--- config.mk ---
export PLATFORM = sky130hd
export DESIGN_NAME = rr_arbiter
export DESIGN_NICKNAME = d
export VERILOG_FILES = /design/src/rtl/rr_arbiter.sv
export SDC_FILE = /design/constraint.sdc
export NUM_CORES = 1
export LEC_CHECK = 0
export ABC_CLOCK_PERIOD_IN_PS = 6190
export BUFFER_PORTS_ARGS = -buffer_cell sky130_fd_sc_hd__buf_2
export CAP_MARGIN = 10
export CORE_UTILIZATION = 55
export DETAILED_ROUTE_END_ITERATION = 10
export GPL_ROUTABILITY_DRIVEN = 0
export GPL_TIMING_DRIVEN = 0
export PLACE_DENSITY = 0.86
export RECOVER_POWER = 100
export SLEW_MARGIN = 25
export SYNTH_ARGS = -nofsm -noshare
export SYNTH_HDL_FRONTEND = slang
export SYNTH_SLANG_ARGS = --single-unit
--- constraint.sdc ---
create_clock -name clk -period 6.19 [get_ports clk]
set_input_delay 1.238 -clock clk [delete_from_list [all_inputs] [get_ports clk]]
set_output_delay 1.238 -clock clk [all_outputs]
set_load 0.01 [all_outputs]
--- src/rtl/rr_arbiter.sv ---
// Registered round-robin arbiter with rotating priority and a per-ownership hold
// limit, so a requester that keeps asking cannot starve the others.
module rr_arbiter #(
  parameter int N        = 4,
  parameter int MAX_HOLD = 8,
  parameter int ID_W     = (N > 1) ? $clog2(N) : 1
) (
  input  logic            clk,
  input  logic            rst_n,
  input  logic [N-1:0]    req,
  output logic [N-1:0]    gnt,
  output logic [ID_W-1:0] gnt_id,
  output logic            gnt_valid
);

  localparam int HW = (MAX_HOLD > 0) ? $clog2(MAX_HOLD + 1) : 1;
  localparam logic [HW-1:0] HOLD_CAP = (MAX_HOLD > 0) ? HW'(MAX_HOLD) : '1;
  localparam logic [HW-1:0] HOLD_ONE = HW'(1);

  typedef enum logic {IDLE, OWN} state_t;

  state_t          state, state_nxt;
  logic [ID_W-1:0] ptr, ptr_nxt;
  logic [HW-1:0]   hold_cnt, hold_nxt;
  logic [ID_W-1:0] id_nxt;
  logic            valid_nxt;
  logic [N-1:0]    gnt_nxt;
  logic            owner_req;
  logic            others_req;
  logic [ID_W-1:0] ptr_after;
  logic [ID_W:0]   win_ptr;
  logic [ID_W:0]   win_after;

  // Winner is the requester at the smallest rotational distance from the pointer;
  // the MSB of the result flags that some request was found.
  function automatic logic [ID_W:0] pick(input logic [N-1:0] r, input logic [ID_W-1:0] p);
    logic [ID_W:0] res;
    int            best_d;
    int            d;
    res    = '0;
    best_d = N;
    for (int i = 0; i < N; i++) begin
      d = (i - int'(p) + N) % N;
      if (r[i] && d < best_d) begin
        best_d = d;
        res    = {1'b1, ID_W'(i)};
      end
    end
    return res;
  endfunction

  always_ff @(posedge clk) begin
    if (!rst_n) begin
      state     <= IDLE;
      ptr       <= '0;
      hold_cnt  <= '0;
      gnt       <= '0;
      gnt_id    <= '0;
      gnt_valid <= 1'b0;
    end else begin
      state     <= state_nxt;
      ptr       <= ptr_nxt;
      hold_cnt  <= hold_nxt;
      gnt       <= gnt_nxt;
      gnt_id    <= id_nxt;
      gnt_valid <= valid_nxt;
    end
  end

  always_comb begin
    owner_req  = |(req & gnt);
    others_req = |(req & ~gnt);
    ptr_after  = ID_W'((int'(gnt_id) + 1) % N);
    win_ptr    = pick(req, ptr);
    win_after  = pick(req, ptr_after);
    state_nxt  = state;
    ptr_nxt    = ptr;
    hold_nxt   = hold_cnt;
    id_nxt     = gnt_id;
    valid_nxt  = gnt_valid;
    case (state)
      IDLE: begin
        if (win_ptr[ID_W]) begin
          state_nxt = OWN;
          id_nxt    = win_ptr[ID_W-1:0];
          valid_nxt = 1'b1;
          hold_nxt  = HOLD_ONE;
        end else begin
          id_nxt    = '0;
          valid_nxt = 1'b0;
        end
      end
      OWN: begin
        // Release and preemption both advance the pointer past the owner and hand
        // over on the same edge, so there is no idle bubble between owners.
        if (!owner_req || (MAX_HOLD != 0 && hold_cnt == HOLD_CAP && others_req)) begin
          ptr_nxt = ptr_after;
          if (win_after[ID_W]) begin
            id_nxt    = win_after[ID_W-1:0];
            valid_nxt = 1'b1;
            hold_nxt  = HOLD_ONE;
          end else begin
            state_nxt = IDLE;
            id_nxt    = '0;
            valid_nxt = 1'b0;
            hold_nxt  = '0;
          end
        end else if (hold_cnt != HOLD_CAP) begin
          hold_nxt = hold_cnt + HOLD_ONE;
        end
      end
      default: begin
        state_nxt = IDLE;
        id_nxt    = '0;
        valid_nxt = 1'b0;
      end
    endcase
  end

  always_comb begin
    gnt_nxt = '0;
    if (valid_nxt) gnt_nxt[id_nxt] = 1'b1;
  end

endmodule

==> flow_summary.json, run 1 <==
{
  "coreArea_um2": 1780,
  "vias": 1038,
  "final_nets": 159,
  "pwr-share-clk_pct": 15.6,
  "worstSetupPathType": "in2reg",
  "synth_area_per_cell_um2": 8.19,
  "tns_ns": 0,
  "routedWlPerCell_um": 14.9,
  "fmax_ghz": 0.229,
  "crit_slowest_cell": "a2bb2oi_1",
  "cts_num_sinks": 14,
  "yosysUniqueCellTypes": 44,
  "grt_usage_pct": 28.5,
  "tightest_slew_ns": 0.527,
  "synth_seq_area_share_pct": 26.1,
  "rsz0062_at_grt": "false",
  "critPathLaunchType": "input port",
  "p_seq_share_pct": 28.0,
  "status": "complete, no violations",
  "path_cells": "clkbuf_1 > clkbuf_1 > inv_1 > nand2_1 > o21a_1 > ha_1 > nand2b_1 > a21oi_1 > o21ai_0 > nand2_1 > o21ai_0 > ha_1 > nor2b_1 > a41o_1 > a21oi_1 > o311ai_0 > a2bb2oi_1 > nor3b_1",
  "regArea_um2": 280,
  "max_stage_delay_ns": 0.44,
  "cts-hold-fix-buffers": 0,
  "crit_fanout": 10,
  "syn_to_final_growth_pct": 8.28,
  "grt_max_degree": 11,
  "antenna_found_initial": 0,
  "multi_input_area_um2": 696,
  "cts.clk_slew.worst_paths_ns": 0.09,
  "clock_latency_ns": 0.30,
  "io_buffers": 11,
  "switchingPower_mw": 0.198,
  "root_buffer": "clkbuf_4",
  "die_w_um": 46.2,
  "dp_hpwl_um": 1880,
  "fp.dieH_um": 46.2,
  "relSlewSlack_pct": 64.9,
  "hold_end": "hold_cnt[2]",
  "post-route-min-period_ns": 4.37,
  "min_from": "hold_cnt[2]",
  "regToRegSetupSlack_ns": 2.49,
  "rr_worst_depth": 16,
  "synth_area_um2": 1070,
  "postCtsSetupRepairBufs": 0,
  "max-cap-violations": 0,
  "dieArea_um2": 2130,
  "finalCoreUtilization_pct": 65.1,
  "swShare_pct": 44.0,
  "setup_viol": 0,
  "synth_edf_count": 0,
  "p_per_area_nw_per_um2": 388,
  "yosysWarnings": 0,
  "ys.flop_type": "dfxtp_1",
  "crit_family": "compound AO/OA/AOI/OAI gates",
  "finalWirelength_um": 2560,
  "critPathBufInv": 3,
  "r2r-start": "gnt_id[1]",
  "finalHoldViolCount": 0,
  "hold_depth": 1,
  "drc": 0,
  "async_flop_share_pct": 0,
  "grt-ovfl-total": 0,
  "cts_tree": "done",
  "power.leakage_nw": 0.449,
  "grt_pass1_wl_um": 4270,
  "antenna_left": 0,
  "required_ns": 6.41,
  "synthCells": 131,
  "power.internal_mw": 0.252,
  "hp-class": "reg2reg",
  "arrival_ns": 4.58,
  "fp-row-count": 15,
  "clock_path_buffers": 2,
  "path_depth": 18,
  "hold_ws_ns": 0.542,
  "synth-seq-cells": 14,
  "drive_above_1_share_pct": 11.0,
  "endpoint_kind": "flop",
  "via_per_inst": 6.07,
  "diodes": 0,
  "drt-initial-drc-count": 33,
  "start_util_pct": 60.1,
  "finClkSkew_ns": 0.00709,
  "ctsResizeCount": 0,
  "htreeDepth": 1,
  "timing.final.crit_share_pct": 70.5,
  "finalMaxSlewViolations": 0,
  "drt_pass1_iterations": 4,
  "combPwrFrac_pct": 56.4,
  "r2r_end": "gnt[2]",
  "fill_cells": 152,
  "syn_nets": 143,
  "grt_pass1_vias": 964,
  "cts_buffers": 3,
  "io_pins": 13,
  "ir_drop_mv": 0.279
}
-- stage by stage --
stage               area, um^2  power, mW  setup slack, ns  std cells
finish                    1160      0.450             1.82        171
floorplan                 1070      0.331             2.53        131
global route              1160      0.484             1.49        171
detailed placement        1160      0.391             2.07        167
CTS                       1190      0.461             2.34        171
global placement          1160      0.375             2.18        167
-- power groups by stage --
stage	Combinational, mW	Sequential (mW)	Clock, mW
6_report	0.254	0.126	0.0704
5_1_grt	0.281	0.128	0.0747
4_1_cts	0.266	0.125	0.0699
3_5_place_dp	0.264	0.127	0
3_3_place_gp	0.249	0.126	0
2_1_floorplan	0.201	0.130	0
-- Yosys cell counts (2+ instances only) --
library cell / number / area (um^2)
a22oi_1: 2 / 15.0
nor3_1: 2 / 10.0
nand2b_1: 7 / 43.8
nor3b_2: 2 / 25.0
o21a_1: 2 / 15.0
buf_4: 2 / 15.0
a21oi_2: 3 / 26.3
a21o_1: 2 / 15.0
mux2i_1: 2 / 20.0
o21ai_1: 5 / 25.0
nand3_1: 4 / 20.0
a211oi_1: 2 / 15.0
dfxtp_1: 14 / 280
ha_1: 6 / 75.1
clkbuf_1: 3 / 11.3
nor2_1: 8 / 30.0
a21oi_1: 4 / 20.0
a31o_1: 2 / 17.5
xnor2_1: 2 / 17.5
buf_2: 2 / 10.0
o21ai_0: 9 / 45.0
nand3b_1: 2 / 15.0
inv_1: 8 / 30.0
o22ai_1: 2 / 12.5
nand2_1: 9 / 33.8
nor2b_1: 7 / 43.8
-- registers in the layout, indices dropped and copies added, names as in the netlist --
register	flops
gnt_id	2
hold_cnt	4
ptr	2
gnt_valid	1
gnt	4
state	1
-- logic make-up (layout without fill, tap and decap cells) --
family / after synthesis / count (layout) / synth area share (%)
compound gates: 45 / 45 / 32.2
xor+xnor: 2 / 2 / 1.63
fa+ha+maj: 6 / 6 / 7.00
buf+inv: 16 / 31 / 7.23
flops: 14 / 14 / 26.1
mux: 2 / 2 / 1.87
simple gates: 46 / 46 / 23.9
-- routing by layer --
metal	vias up	track usage (%)	part of all wire [%]
met1	494	32.9	45
li1	501	-	-
met2	34	49.0	47
met4	0	14.1	3.0
met3	9	6.27	5.2
met5	-	0	0
-- how the worst max path moves through the flow --
stage	from	end
floorplan	req[1]	gnt[0]
global placement	req[1]	gnt[0]
detailed placement	req[0]	gnt[2]
CTS	req[0]	gnt[2]
global route	req[1]	gnt[2]
finish	req[1]	gnt[2]
-- layout by cell type, fill, tap and decap left out, types with 3 or more instances in the layout --
| cell | count |
|---|---|
| nand2_1 | 9 |
| nor2b_1 | 7 |
| ha_1 | 6 |
| nand3_1 | 4 |
| clkbuf_4 | 3 |
| o21ai_0 | 11 |
| a21oi_1 | 6 |
| nand2b_1 | 7 |
| buf_2 | 4 |
| nor2_1 | 8 |
| dfxtp_1 | 14 |
| clkbuf_1 | 13 |
| o21ai_1 | 3 |
| inv_1 | 8 |
-- final cells by class --
type	count	share of cell area, %
sequential	14	24.1
buffer	8	3.66
timing repair buffer	11	3.88
multi-input combinational	101	59.9
inverter	8	2.59
clock buffer	4	3.13
tap	25	2.69
-- worst register-to-register path, stage by stage (launching register included) --
cell,delay (ns)
dfxtp_1,0.35
clkbuf_1,0.32
nor3b_1,0.29
o21ai_0,0.14
o21a_1,0.17
ha_1,0.22
nand2b_1,0.15
a21oi_1,0.14
o21ai_0,0.14
o21ai_0,0.21
ha_1,0.18
nor2b_1,0.06
a41o_1,0.24
a21oi_1,0.18
o311ai_0,0.16
a2bb2oi_1,0.44
nor3b_1,0.25
Note: power is estimated with default switching activity, not from simulation.
==> inputs of run 2 (changes only) <==
--- a/config.mk
+++ b/config.mk
@@ -5,14 +5,15 @@
 export SDC_FILE = /design/constraint.sdc
 export NUM_CORES = 1
 export LEC_CHECK = 0
-export ABC_CLOCK_PERIOD_IN_PS = 6190
+export ABC_AREA = 1
+export ABC_CLOCK_PERIOD_IN_PS = 3900
 export BUFFER_PORTS_ARGS = -buffer_cell sky130_fd_sc_hd__buf_2
 export CAP_MARGIN = 10
-export CORE_UTILIZATION = 55
+export CORE_UTILIZATION = 51
 export DETAILED_ROUTE_END_ITERATION = 10
 export GPL_ROUTABILITY_DRIVEN = 0
 export GPL_TIMING_DRIVEN = 0
-export PLACE_DENSITY = 0.86
+export PLACE_DENSITY = 0.84
 export RECOVER_POWER = 100
 export SLEW_MARGIN = 25
 export SYNTH_ARGS = -nofsm -noshare
==> constraint.sdc (replaced) <==
create_clock -name clk -period 3.9 [get_ports clk]
set_input_delay 0.78 -clock clk [delete_from_list [all_inputs] [get_ports clk]]
set_output_delay 0.78 -clock clk [all_outputs]
set_load 0.01 [all_outputs]
==> run 2 against run 1 <==
  * Clock power rose by 15%
  * Core utilization decreased by 4.4 points
  * Via count grew 0.39%
  * Sequential share of layout area rose by 1.5 points
  * Combinational power up 7%
  * Power is 23% higher
==> flow_summary.json, run 2 <==
{
  "status": "complete, no violations",
  "finalMaxSlewViolations": 0,
  "cts_num_sinks": 14,
  "routedWlPerCell_um": 11.8,
  "finalWirelength_um": 2290,
  "regArea_um2": 280,
  "finClkSkew_ns": 0.00920,
  "crit_end": "gnt[3]",
  "synthCells": 156,
  "drt-initial-drc-count": 45,
  "hold_depth": 1,
  "rsz0062_at_grt": "false",
  "max_stage_delay_ns": 0.30,
  "ir_drop_mv": 0.369,
  "drt_pass1_iterations": 4,
  "grt_max_degree": 11,
  "via_per_inst": 5.37,
  "synth_area_um2": 1030,
  "antenna_left": 0,
  "cts_buffers": 3,
  "endpoint_kind": "flop",
  "grt_pass1_wl_um": 3780,
  "relSlewSlack_pct": 75.2,
  "post-route-min-period_ns": 3.10,
  "ctsResizeCount": 0,
  "worstSetupPathType": "in2reg",
  "path_cells": "clkbuf_1 > inv_1 > nand2_4 > o221ai_1 > ha_1 > inv_1 > nor2_1 > nand2_1 > nand3_1 > nand2_1 > o21ai_0 > ha_1 > inv_1 > nor2_1 > nand2_1 > nand3_1 > nand2_1 > nand2_1 > nand3_1 > inv_1 > nor2_1",
  "arrival_ns": 3.27,
  "yosysTopAreaCell": "dfxtp_1",
  "place_area_um2": 1110,
  "dieArea_um2": 2200,
  "final_area_um2": 1090,
  "layout_common_cells": "nand2_1, inv_1, nand3_1, nor2_1, dfxtp_1",
  "synthTopCellsByCount": "nand2_1, inv_1, dfxtp_1, nor2_1, nand3_1",
  "cp-startpoint": "req[0]",
  "clock_latency_ns": 0.29,
  "crit_fanout": 7,
  "drc": 0,
  "die_w_um": 46.9,
  "syn_nets": 168,
  "timing.final.crit_share_pct": 79.4,
  "tns_ns": 0,
  "yosysWarnings": 0,
  "grt-ovfl-total": 0,
  "cts.clk_slew.worst_paths_ns": 0.08,
  "htreeDepth": 1,
  "antenna_found_initial": 0,
  "synth.most_common_cell": "nand2_1",
  "grt_pass1_vias": 925,
  "dp_hpwl_um": 1720,
  "drive_above_1_share_pct": 11.8,
  "io_buffers": 10,
  "syn_to_final_growth_pct": 6.20,
  "tightest_slew_ns": 0.371,
  "final_common_cell": "nand2_1",
  "grt_usage_pct": 24.8,
  "fp-row-count": 15,
  "final_nets": 183,
  "io_pins": 13,
  "synth-seq-cells": 14,
  "synth_edf_count": 0,
  "cp_common_cell": "nand2_1",
  "required_ns": 4.08,
  "fmax_ghz": 0.323,
  "postCtsSetupRepairBufs": 0,
  "clock_path_buffers": 2,
  "cts-hold-fix-buffers": 0,
  "finalHoldViolCount": 0,
  "critPathLaunchType": "input port",
  "power.leakage_nw": 0.550,
  "setup_viol": 0,
  "regToRegSetupSlack_ns": 1.18,
  "diodes": 0,
  "hp-class": "reg2reg",
  "fill_cells": 183,
  "yosys.area.top_type_share_pct": 27.2,
  "p_per_area_nw_per_um2": 506,
  "r2r_end": "gnt[3]",
  "hold_ws_ns": 0.544,
  "rr_worst_depth": 21,
  "r2r-start": "ptr[1]",
  "async_flop_share_pct": 0,
  "yosysUniqueCellTypes": 27,
  "synth_seq_area_share_pct": 27.2,
  "vias": 1042,
  "start_util_pct": 57.2,
  "largestRegisters": "gnt (4), hold_cnt (4)",
  "ys.flop_type": "dfxtp_1",
  "coreArea_um2": 1800,
  "root_buffer": "clkbuf_4",
  "crit_slowest_cell": "ha_1",
  "cts_tree": "done",
  "synth_area_per_cell_um2": 6.60,
  "max-cap-violations": 0,
  "multi_input_area_um2": 609,
  "synthTopCellsByArea": "dfxtp_1, nand2_1, ha_1",
  "fp.dieH_um": 46.9
}
[run 2: cell types whose count changed after synthesis, moves of 3 or more]
cell	before	now
nand2b_1	7	0
o21ai_1	5	1
inv_2	0	3
nand3_2	0	7
inv_1	8	20
nor2b_1	7	0
nand3_1	4	11
nand2_1	9	45
a21oi_2	3	0
nand2_2	0	3
nor2_1	8	13
[run 2: worst min path at each step]
| stage | end | from | slack, ns |
|---|---|---|---|
| after CTS | ptr[0] | gnt_id[0] | 0.55 |
| after global placement | hold_cnt[3] | hold_cnt[3] | 0.51 |
| after floorplan | hold_cnt[3] | hold_cnt[3] | 0.49 |
| after detailed placement | hold_cnt[3] | hold_cnt[3] | 0.51 |
| final | ptr[0] | gnt_id[0] | 0.54 |
| after global routing | gnt_valid | gnt_valid | 0.61 |
[run 2: kinds of logic after synthesis]
kind of cell	Yosys count	share of synthesized area (%)
XOR/XNOR	2	1.70
AO/OA/AOI/OAI	20	11.8
adder cells (fa/ha/maj)	6	7.29
flip-flops	14	27.2
buffers and inverters	27	10.7
AND/OR/NAND/NOR	87	41.3
[run 2: per-stage QoR]
stage	utilization, %	power [mW]	instances	setup WS [ns]
finish	60.7	0.553	194	0.803
floorplan	-	0.420	156	1.14
CTS	62.9	0.567	194	1.12
global placement	61.7	0.473	191	0.949
global route	60.7	0.603	194	0.423
detailed placement	61.7	0.489	191	0.848
[run 2: cell type report]
cell class,count,share of cell area [%]
multi-input cells,115,55.7
flip-flops and latches,14,25.6
inverters,24,8.35
repair buffers,10,3.66
well taps,25,2.86
clock buffers,3,2.06
plain buffers,3,1.72
[run 2: report_power, final]
part / total, mW / leakage (nW) / internal (mW) / switching (mW)
Sequential: 0.199 / 0.116 / 0.168 / 0.0311
Combinational: 0.273 / 0.421 / 0.101 / 0.172
Clock: 0.0809 / 0.0138 / 0.0359 / 0.0450
[run 2: critical path, delay by kind of cell]
family | cells | cell delay [ns]
AO/OA/AOI/OAI | 2 | 0.23
adder cells (fa/ha/maj) | 2 | 0.58
buffers and inverters | 5 | 0.63
AND/OR/NAND/NOR | 12 | 1.04
[run 2: routing by layer]
layer  track usage [%]  routed length [um]  up-vias
met5                 0                   0        -
met1              28.7                 968      473
met4              14.9                 100        0
met2              42.2                1120       34
li1                  -                   -      521
met3              4.62                 102       14
==> inputs of run 3 (changes only) <==
--- a/config.mk
+++ b/config.mk
@@ -6,14 +6,14 @@
 export NUM_CORES = 1
 export LEC_CHECK = 0
 export ABC_AREA = 1
-export ABC_CLOCK_PERIOD_IN_PS = 3900
+export ABC_CLOCK_PERIOD_IN_PS = 3200
 export BUFFER_PORTS_ARGS = -buffer_cell sky130_fd_sc_hd__buf_2
 export CAP_MARGIN = 10
-export CORE_UTILIZATION = 51
+export CORE_UTILIZATION = 55
 export DETAILED_ROUTE_END_ITERATION = 10
 export GPL_ROUTABILITY_DRIVEN = 0
 export GPL_TIMING_DRIVEN = 0
-export PLACE_DENSITY = 0.84
+export PLACE_DENSITY = 0.86
 export RECOVER_POWER = 100
 export SLEW_MARGIN = 25
 export SYNTH_ARGS = -nofsm -noshare
==> constraint.sdc (replaced) <==
create_clock -name clk -period 3.2 [get_ports clk]
set_input_delay 0.64 -clock clk [delete_from_list [all_inputs] [get_ports clk]]
set_output_delay 0.64 -clock clk [all_outputs]
set_load 0.01 [all_outputs]
==> run 3 against run 2 <==
  * First-iteration DRC count fell by 22%
  * Worst setup slack lost 0.38 ns
  * Largest cell class unchanged
  * Power rose by 29%
  * Combinational power is 26% higher
  * Cell area is 1.8% higher
  * Final cell count rose by 0.52%
  * Worst hold slack got worse by 0.016 ns
  * Clock-buffer cell count increased by 1
  * Clock power grew 55%
  * Sequential share of layout area down 0.46 points
  * Non-clock buffer count stayed put
  * Register-to-register slack worse by 0.70 ns
  * Highest routed layer unchanged
==> flow_summary.json, run 3 (same netlist as run 2, synthesis figures left out) <==
{
  "setup_viol": 0,
  "finalHoldViolCount": 0,
  "worstSetupPathType": "in2reg",
  "crit_slowest_cell": "ha_1",
  "cp_common_cell": "nand2_1",
  "status": "complete, no violations",
  "arrival_ns": 2.96,
  "grt_pass1_vias": 920,
  "finalWirelength_um": 2270,
  "power.leakage_nw": 0.561,
  "hp-class": "reg2reg",
  "ir_drop_mv": 0.390,
  "coreArea_um2": 1750,
  "cts_tree": "done",
  "path_cells": "buf_2 > inv_1 > nand2_4 > o221ai_1 > ha_1 > inv_1 > nor2_1 > nand2_1 > nand3_1 > nand2_1 > o21ai_0 > ha_1 > inv_1 > nor2_1 > nand2_1 > nand3_2 > nand2_1 > nand2_1 > nand3_1 > inv_1 > nor2_1",
  "final_nets": 183,
  "layout_common_cells": "nand2_1, inv_1, nor2_1, nand3_1, dfxtp_1",
  "critPathBufInv": 5,
  "tns_ns": 0,
  "drc": 0,
  "io_buffers": 10,
  "tightest_slew_ns": 0.363,
  "htreeDepth": 1,
  "io_pins": 13,
  "fmax_ghz": 0.360,
  "required_ns": 3.39,
  "cts-hold-fix-buffers": 0,
  "final_common_cell": "nand2_1",
  "grt_pass1_wl_um": 3770,
  "min_from": "hold_cnt[3]",
  "dieArea_um2": 2050,
  "p_per_area_nw_per_um2": 639,
  "cts_buffers": 3,
  "crit_fanout": 7,
  "drt-initial-drc-count": 35,
  "postCtsSetupRepairBufs": 0,
  "r2r-start": "ptr[1]",
  "syn_to_final_growth_pct": 8.14,
  "finalMaxSlewViolations": 0,
  "grt-ovfl-total": 0,
  "vias": 1038,
  "antenna_found_initial": 0,
  "endpoint_kind": "flop",
  "finClkSkew_ns": 0.000839,
  "via_per_inst": 5.32,
  "crit_family": "simple AND/OR/NAND/NOR gates",
  "fin_cells": 195,
  "max-cap-violations": 0,
  "clock_latency_ns": 0.28,
  "cp-startpoint": "req[0]",
  "place_inst": 191,
  "cts_num_sinks": 14,
  "fp.dieH_um": 45.3,
  "hold_ws_ns": 0.528,
  "relSlewSlack_pct": 75.7,
  "root_buffer": "clkbuf_4",
  "drt_pass1_iterations": 4,
  "ctsResizeCount": 0,
  "post-route-min-period_ns": 2.78,
  "dp_hpwl_um": 1780,
  "antenna_left": 0,
  "grt_usage_pct": 25.9,
  "critPathLaunchType": "input port",
  "largestRegisters": "gnt (4), hold_cnt (4)",
  "timing.final.crit_share_pct": 86.8,
  "start_util_pct": 59.0,
  "fp-row-count": 15,
  "drive_above_1_share_pct": 13.5,
  "max_stage_delay_ns": 0.32,
  "cts.clk_slew.worst_paths_ns": 0.08,
  "diodes": 0,
  "clock_path_buffers": 2,
  "rsz0062_at_grt": "false",
  "die_w_um": 45.3,
  "grt_max_degree": 11,
  "routedWlPerCell_um": 11.6
}
[run 3: changes by cell type in the layout (fill, tap and decap cells not counted)]
| cell | before | now |
|---|---|---|
| nand3_2 | 3 | 4 |
| clkbuf_8 | 0 | 1 |
| buf_2 | 2 | 3 |
| clkbuf_1 | 10 | 9 |
| nand3_1 | 15 | 14 |
[run 3: worst paths after layout]
check | endpoint | slack [ns] | cells after the start
worst max-delay path | gnt[3] | 0.42 | 21
worst min-delay path | hold_cnt[3] | 0.53 | 2
worst max register to register | gnt[3] | 0.48 | 21
worst min register to register | hold_cnt[3] | 0.53 | 2
[run 3: layout make-up]
type,count,area (um^2)
clock buffer,4,36.3
buffer,3,18.8
tap,25,31.3
sequential,14,280
fill,164,632
inverter,24,91.3
multi-input combinational,115,614
timing repair buffer,10,41.3
[run 3: metrics by stage]
step	setup WS [ns]	util, %	power, mW	cell area (um^2)
after floorplan	0.579	-	0.512	1030
after global placement	0.375	63.7	0.573	1110
after detailed placement	0.271	63.7	0.603	1110
after CTS	0.573	65.7	0.728	1150
after global routing	0.191	63.8	0.777	1110
final	0.423	63.8	0.711	1110
[run 3: worst reg2reg max path, delay by kind of cell, from the launching register on]
kind	cells	cell delay [ns]
AO/OA/AOI/OAI	2	0.34
buffers and inverters	4	0.29
flip-flops	1	0.38
adder cells (fa/ha/maj)	2	0.59
AND/OR/NAND/NOR	13	1.05
[run 3: per-layer routing]
layer | GRT usage [%] | share of wire (%)
met5 | 0 | 0
met4 | 13.9 | 3.4
met2 | 43.2 | 49
met1 | 30.1 | 43
met3 | 6.40 | 5.0
[run 3: power breakdown]
| part | internal [mW] | switching, mW | total (mW) | leakage [nW] |
|---|---|---|---|---|
| Combinational | 0.127 | 0.216 | 0.343 | 0.425 |
| Sequential | 0.205 | 0.0378 | 0.243 | 0.116 |
| Clock | 0.0694 | 0.0561 | 0.125 | 0.0210 |
